===== src/rtl/ctrl_unit_gen2.sv =====
// Pipelined control unit (gen2): decode in D, control piped through E, MEM_STAGES M stages and W.
// Optional macro CTRL_UNDEF_TRAP_EN adds the UndefD output for unimplemented encodings.
module ctrl_unit_gen2 #(
   parameter int unsigned MEM_STAGES = 1,
   parameter int unsigned MUL_LAT    = 3,
   parameter int unsigned ALUCTL_W   = 4
) (
   input  logic                clk,
   input  logic                reset,
   input  logic [27:0]         InstrD,
   input  logic [3:0]          ALUFlagsE,
   input  logic                FlushE,
   output logic [1:0]          RegSrcD,
   output logic [1:0]          ImmSrcD,
   output logic                ALUSrcE,
   output logic [ALUCTL_W-1:0] ALUControlE,
   output logic                MulE,
   output logic                BusyE,
   output logic                BranchTakenE,
   output logic                MemtoRegE,
   output logic                MemWriteM,
   output logic                RegWriteM,
   output logic                MemtoRegW,
   output logic                RegWriteW,
   output logic                PCSrcW,
   output logic                PCWrPendingF,
`ifdef CTRL_UNDEF_TRAP_EN
   output logic                UndefD,
`endif
   output logic [3:0]          FlagsE
);

   localparam int unsigned CntW = (MUL_LAT > 1) ? $clog2(MUL_LAT) : 1;

   typedef struct packed {
      logic [3:0]          cond;
      logic [1:0]          flagWrite;
      logic                branch;
      logic                memWrite;
      logic                regWrite;
      logic                pcSrc;
      logic                memtoReg;
      logic                mul;
      logic                aluSrc;
      logic [ALUCTL_W-1:0] aluCtl;
   } ctlE_t;

   typedef struct packed {
      logic regWrite;
      logic memtoReg;
      logic pcSrc;
   } ctlM_t;

   // InstrD holds instruction bits [31:4], so instruction bit b sits at InstrD[b-4].
   logic [3:0] condD, cmdD, rdD;
   logic [1:0] opD;
   logic       immBitD, sBitD, isMulD;

   assign condD   = InstrD[27:24];
   assign opD     = InstrD[23:22];
   assign immBitD = InstrD[21];
   assign cmdD    = InstrD[20:17];
   assign sBitD   = InstrD[16];
   assign rdD     = InstrD[11:8];
   assign isMulD  = (opD == 2'b00) && (InstrD[23:18] == 6'b000000) && (InstrD[3:0] == 4'b1001);

   logic unusedInstr;
   assign unusedInstr = ^{InstrD[15:12], InstrD[7:4]};

   logic [1:0]          regSrcD, immSrcD, flagWriteD;
   logic                aluSrcD, branchD, memWriteD, regWriteD, memtoRegD, mulD, pcSrcD;
   logic                undefD, dpS, cvOp;
   logic [ALUCTL_W-1:0] aluCtlD;

   always_comb begin
      regSrcD    = 2'b00;
      immSrcD    = 2'b00;
      flagWriteD = 2'b00;
      aluSrcD    = 1'b0;
      branchD    = 1'b0;
      memWriteD  = 1'b0;
      regWriteD  = 1'b0;
      memtoRegD  = 1'b0;
      mulD       = 1'b0;
      undefD     = 1'b0;
      dpS        = 1'b0;
      cvOp       = 1'b0;
      aluCtlD    = '0;
      unique case (opD)
         2'b00: begin
            if (isMulD) begin
               regWriteD  = 1'b1;
               mulD       = 1'b1;
               aluCtlD    = ALUCTL_W'(8);
               flagWriteD = {sBitD, 1'b0};
            end else begin
               aluSrcD   = immBitD;
               regWriteD = 1'b1;
               dpS       = sBitD;
               case (cmdD)
                  4'b0100: begin aluCtlD = ALUCTL_W'(0); cvOp = 1'b1; end
                  4'b0010: begin aluCtlD = ALUCTL_W'(1); cvOp = 1'b1; end
                  4'b0000: aluCtlD = ALUCTL_W'(2);
                  4'b1100: aluCtlD = ALUCTL_W'(3);
                  4'b0001: aluCtlD = ALUCTL_W'(4);
                  4'b1110: aluCtlD = ALUCTL_W'(5);
                  4'b1101: aluCtlD = ALUCTL_W'(6);
                  4'b1111: aluCtlD = ALUCTL_W'(7);
                  4'b1010: begin
                     aluCtlD   = ALUCTL_W'(1);
                     cvOp      = 1'b1;
                     regWriteD = 1'b0;
                     dpS       = 1'b1;
                  end
                  4'b1000: begin
                     aluCtlD   = ALUCTL_W'(2);
                     regWriteD = 1'b0;
                     dpS       = 1'b1;
                  end
                  default: begin
                     regWriteD = 1'b0;
                     dpS       = 1'b0;
                     undefD    = 1'b1;
                  end
               endcase
               flagWriteD = {dpS, dpS & cvOp};
            end
         end
         2'b01: begin
            immSrcD = 2'b01;
            aluSrcD = 1'b1;
            if (sBitD) begin
               memtoRegD = 1'b1;
               regWriteD = 1'b1;
            end else begin
               regSrcD   = 2'b10;
               memWriteD = 1'b1;
            end
         end
         2'b10: begin
            regSrcD = 2'b01;
            immSrcD = 2'b10;
            aluSrcD = 1'b1;
            branchD = 1'b1;
         end
         default: undefD = 1'b1;
      endcase
   end

   assign pcSrcD  = ((rdD == 4'hF) & regWriteD & ~mulD) | branchD;
   assign RegSrcD = regSrcD;
   assign ImmSrcD = immSrcD;

`ifdef CTRL_UNDEF_TRAP_EN
   assign UndefD = undefD;
`else
   logic unusedUndef;
   assign unusedUndef = undefD;
`endif

   ctlE_t          eQ, eD;
   logic [CntW-1:0] cntQ, cntD;
   logic [3:0]     flagsQ, flagsD;
   logic           condExE;

   assign BusyE = (cntQ != '0);

   // Flush beats a busy hold, so a flushed MUL is dropped mid-flight.
   always_comb begin
      eD = eQ;
      if (FlushE || !BusyE) begin
         eD.cond      = condD;
         eD.flagWrite = flagWriteD;
         eD.branch    = branchD;
         eD.memWrite  = memWriteD;
         eD.regWrite  = regWriteD;
         eD.pcSrc     = pcSrcD;
         eD.memtoReg  = memtoRegD;
         eD.mul       = mulD;
         eD.aluSrc    = aluSrcD;
         eD.aluCtl    = aluCtlD;
      end
      if (FlushE) begin
         eD.flagWrite = 2'b00;
         eD.branch    = 1'b0;
         eD.memWrite  = 1'b0;
         eD.regWrite  = 1'b0;
         eD.pcSrc     = 1'b0;
         eD.memtoReg  = 1'b0;
         eD.mul       = 1'b0;
      end
   end

   always_comb begin
      cntD = '0;
      if (FlushE) cntD = '0;
      else if (BusyE) cntD = cntQ - CntW'(1);
      else if (mulD) cntD = CntW'(MUL_LAT - 1);
   end

   logic flagN, flagZ, flagC, flagV;
   assign {flagN, flagZ, flagC, flagV} = flagsQ;

   always_comb begin
      condExE = 1'b0;
      case (eQ.cond)
         4'b0000: condExE = flagZ;
         4'b0001: condExE = ~flagZ;
         4'b0010: condExE = flagC;
         4'b0011: condExE = ~flagC;
         4'b0100: condExE = flagN;
         4'b0101: condExE = ~flagN;
         4'b0110: condExE = flagV;
         4'b0111: condExE = ~flagV;
         4'b1000: condExE = flagC & ~flagZ;
         4'b1001: condExE = ~flagC | flagZ;
         4'b1010: condExE = (flagN == flagV);
         4'b1011: condExE = (flagN != flagV);
         4'b1100: condExE = ~flagZ & (flagN == flagV);
         4'b1101: condExE = flagZ | (flagN != flagV);
         default: condExE = 1'b1;
      endcase
   end

   always_comb begin
      flagsD = flagsQ;
      if (eQ.flagWrite[1] && condExE && !BusyE) flagsD[3:2] = ALUFlagsE[3:2];
      if (eQ.flagWrite[0] && condExE && !BusyE) flagsD[1:0] = ALUFlagsE[1:0];
   end

   // A busy MUL sends an all-zero bubble into M.
   ctlM_t mIn;
   logic  memWriteIn;
   always_comb begin
      mIn.regWrite = eQ.regWrite & condExE & ~BusyE;
      mIn.memtoReg = eQ.memtoReg & ~BusyE;
      mIn.pcSrc    = eQ.pcSrc & condExE & ~BusyE;
      memWriteIn   = eQ.memWrite & condExE & ~BusyE;
   end

   ctlM_t mQ [MEM_STAGES];
   ctlM_t wQ;
   logic  memWriteMQ;

   always_ff @(posedge clk) begin
      if (reset) begin
         eQ         <= '0;
         cntQ       <= '0;
         flagsQ     <= '0;
         memWriteMQ <= 1'b0;
         wQ         <= '0;
         for (int unsigned i = 0; i < MEM_STAGES; i++) mQ[i] <= '0;
      end else begin
         eQ         <= eD;
         cntQ       <= cntD;
         flagsQ     <= flagsD;
         memWriteMQ <= memWriteIn;
         mQ[0]      <= mIn;
         for (int unsigned i = 1; i < MEM_STAGES; i++) mQ[i] <= mQ[i-1];
         wQ         <= mQ[MEM_STAGES-1];
      end
   end

   always_comb begin
      PCWrPendingF = pcSrcD | eQ.pcSrc;
      for (int unsigned i = 0; i < MEM_STAGES; i++) PCWrPendingF = PCWrPendingF | mQ[i].pcSrc;
   end

   assign ALUSrcE      = eQ.aluSrc;
   assign ALUControlE  = eQ.aluCtl;
   assign MulE         = eQ.mul;
   assign MemtoRegE    = eQ.memtoReg;
   assign BranchTakenE = eQ.branch & condExE & ~BusyE;
   assign FlagsE       = flagsQ;
   assign MemWriteM    = memWriteMQ;
   assign RegWriteM    = mQ[0].regWrite;
   assign MemtoRegW    = wQ.memtoReg;
   assign RegWriteW    = wQ.regWrite;
   assign PCSrcW       = wQ.pcSrc;

endmodule


===== config.mk =====
export PLATFORM = sky130hd
export DESIGN_NAME = ctrl_unit_gen2
export DESIGN_NICKNAME = d
export VERILOG_FILES = /design/src/rtl/ctrl_unit_gen2.sv
export SDC_FILE = /design/constraint.sdc
export NUM_CORES = 1
export LEC_CHECK = 0
export ABC_AREA = 1
export ABC_CLOCK_PERIOD_IN_PS = 1400
export CORE_ASPECT_RATIO = 1.5
export CORE_MARGIN = 2
export CORE_UTILIZATION = 30
export DETAILED_ROUTE_END_ITERATION = 8
export PLACE_DENSITY = 0.67
export SKIP_LAST_GASP = 1
export SLEW_MARGIN = 30
export SYNTH_ARGS = -nofsm -noshare
export SYNTH_HDL_FRONTEND = slang
export SYNTH_SLANG_ARGS = --single-unit

===== constraint.sdc =====
create_clock -name clk -period 1.4 [get_ports clk]
set_input_delay 0.21 -clock clk [delete_from_list [all_inputs] [get_ports clk]]
set_output_delay 0.21 -clock clk [all_outputs]
set_load 0.01 [all_outputs]

==> qor.csv <==
metric;value;unit
ranking of synthesized cells by area;dfxtp_1, nand2_1, inv_1, a21oi_1, nor2_1;
worst-case vdd ir drop;0.3663;mV
Peak Freq;613.7;MHz
core area;5205;µm²
most used flip-flop cell after synthesis;dfxtp_1;
Final WS setup;-229.4;ps
setup violators final;6;
Seq cells post-synth;30;
count leader, synth;nand2_1;
Die X;64.29;µm
Post-DP Area;2475;µm²
DRC violations left;0;
R2R cell count;13;
area grow syn2layout;69.01;%
CP max stage cell;dfxtp_4;
Syn Inst Count;246;
Setup CP Type;register to primary output;
register area;625.6;µm²
CP endpoint;BranchTakenE;
effective utilization at floorplan;31.42;%
Final Cycle Share;116.4;%
CP peak stage delay;360;ps
r2r startpoint;eQ[16];
vias;1858;
WL final;4.702;mm
initial antenna violation count;0;
Worst Path Buf+Inv;2;
Rel. slew slack;83.00;%
failing checks;setup timing;
Leak;1.405;nW
ant diodes;0;
gr usage total;16.53;%
reg2reg end;FlagsE[2];
vias per cell;4.456;
Critical path origin;eQ[15];
Final Net Count;387;
Post-Synthesis Net Count;285;
Post-synth EDFFs;0;
Avg WL per Cell;11.28;µm
Slew Viols, Final;0;
vias in the first global route;1876;
first-pass GRT wire length;7.783;mm
iteration-0 DRC count of the detailed router;90;
H-tree depth;2;
CTS buffer count;5;
synth unique cells;25;
largest net degree at the start of global routing;20;
outcome;finished with violations;
gpl congestion;0.8415;
global route overflow;0;
cts hold-fix bufs;0;
worst-skew pair later-pin latency;290;ps
hold crit path type;input pin to register;
data required time of the critical path;1190;ps
share of layout cells above drive strength 1;37.82;%
CP max FO;5;
RSZ-0062 raised after global routing;yes;
Final min period;1629;ps
antenna-violating nets left;0;
Commonest cells post-synth;nand2_1, inv_1, nor2_1;
Clock transition at path regs;60;ps
Final Hold Viols;0;
Final Skew;4.737;ps
Startpoint Class;register;
syn avg cell area;6.648;µm²
cell row count;32;
share of the synthesized area in the top cell type;36.73;%
Die Y;94.43;µm
worst-margin pin slew;255.0;ps
Worst setup EP type;primary output;
filler cell count in the final layout;511;
design area;2764;µm²
pre-CTS WS;-711.2;ps
CTS tree;done;
cell accounting for the most synthesized area;dfxtp_1;
CP top delay family;simple AND/OR/NAND/NOR gates;
Levels on crit path;9;
die area;6070;µm²
hold_sp;InstrD[11];
Post-DP HPWL;3.529;mm
sequential area share after synthesis;36.73;%
area of the multi-input gates;928.4;µm²
CP Data Arrival Time;1420;ps
Cell Chain, Critical Path;nand2_2, clkinv_2, nand3_2, nand2_1, nand2_2, nand3_2, nor2_4, nor2_1, buf_2;
yosys warns;0;
P per Cell Area;718.8;nW/µm²
register-to-register setup slack;-80;ps
CTS sink cnt;30;
async set-reset flop share out of synthesis;0;%
Syn Std Cell Area;1635;µm²
max cap viols;0;
I/O Buffers;49;
CTS Buffer Depth;2;
Pre-antenna DRT Iters;4;
I/O Pins;58;
root buffer cell;clkbuf_8;
==> cells by family after synthesis <==
logic type	after synthesis	share of synthesized area, %
AOI/OAI and AO/OA	38	12.09
adders and majority gates	4	3.061
buffers and inverters	47	12.55
DFF	30	36.73
and+or+nand+nor	127	35.58
==> how the worst min path moves through the flow <==
stage,to,cells after the start
finish,eQ[7],5
global route,eQ[7],5
CTS,ALUControlE[1],5
detailed placement,MemtoRegW,2
global placement,MemtoRegW,2
floorplan,MemtoRegW,2
==> layout make-up <==
| class | count | area share, % |
|---|---|---|
| clock buffers | 7 | 3.124 |
| clock inverters | 1 | 0.1811 |
| inverters | 37 | 5.161 |
| multi-input cells | 169 | 33.59 |
| flip-flops and latches | 30 | 22.63 |
| well taps | 68 | 3.078 |
| repair buffers | 105 | 32.23 |
==> tightest hold or removal path: cells and delay by family <==
family / cells / cell delay (ps)
compound gates: 2 / 90
buf+inv: 1 / 120
simple gates: 2 / 150
==> sequential cells by signal, indices dropped and copies added, names as in the netlist <==
name / flops
RegWriteW: 1
eQ: 10
MemWriteM: 1
MulE: 1
mQ: 3
ALUSrcE: 1
MemtoRegE: 1
MemtoRegW: 1
PCSrcW: 1
ALUControlE: 4
FlagsE: 4
cntQ: 2
==> per-stage QoR <==
step	power [mW]	TNS (ps)	hold slack [ps]	cells	util, %
after floorplan	1.055	0	388.3	246	-
after global placement	1.259	-6307	400.3	397	47.55
after detailed placement	1.264	-7029	401.7	397	47.55
after CTS	2.006	-338.3	385.1	415	51.56
after global routing	2.083	-1272	376.7	417	53.10
final	1.987	-534.9	334.2	417	53.10
==> routing by layer <==
metal  GRT usage, %  wire length, µm  vias up
li1               -                -      972
met4          7.979               94        0
met5              0                0        -
met1          16.02             1776      831
met2          32.47             2645       48
met3          3.456              185        7
==> where the power goes <==
group	leakage, nW	switching (mW)	internal [mW]
Sequential	0.249	0.0179	0.866
Combinational	1.11	0.178	0.202
Clock	0.0482	0.328	0.396
Total	1.40	0.523	1.46
==> layout by cell type (no fill, tap or decap), types with 6 or more instances in the layout <==
cell type	synthesis	final
buf_4	7	53
nand2_1	59	50
nor2_1	32	27
inv_1	33	25
a21oi_1	24	21
dfxtp_1	30	20
clkdlybuf4s50_1	0	17
nand2_2	3	11
o21ai_0	11	11
dlymetal6s2s_1	0	10
inv_2	2	9
nand3_1	14	9
nand3_2	4	9
dlygate4sd2_1	0	9
nor2_2	3	7
clkbuf_8	0	6
==> repair_timing <==
action                     in CTS  in global routing
gates resized for setup        76                 38
setup buffers                  10                  2
pin swaps                      15                 15
setup endpoints to repair      21                 32
(Power assumes the default switching activity.)
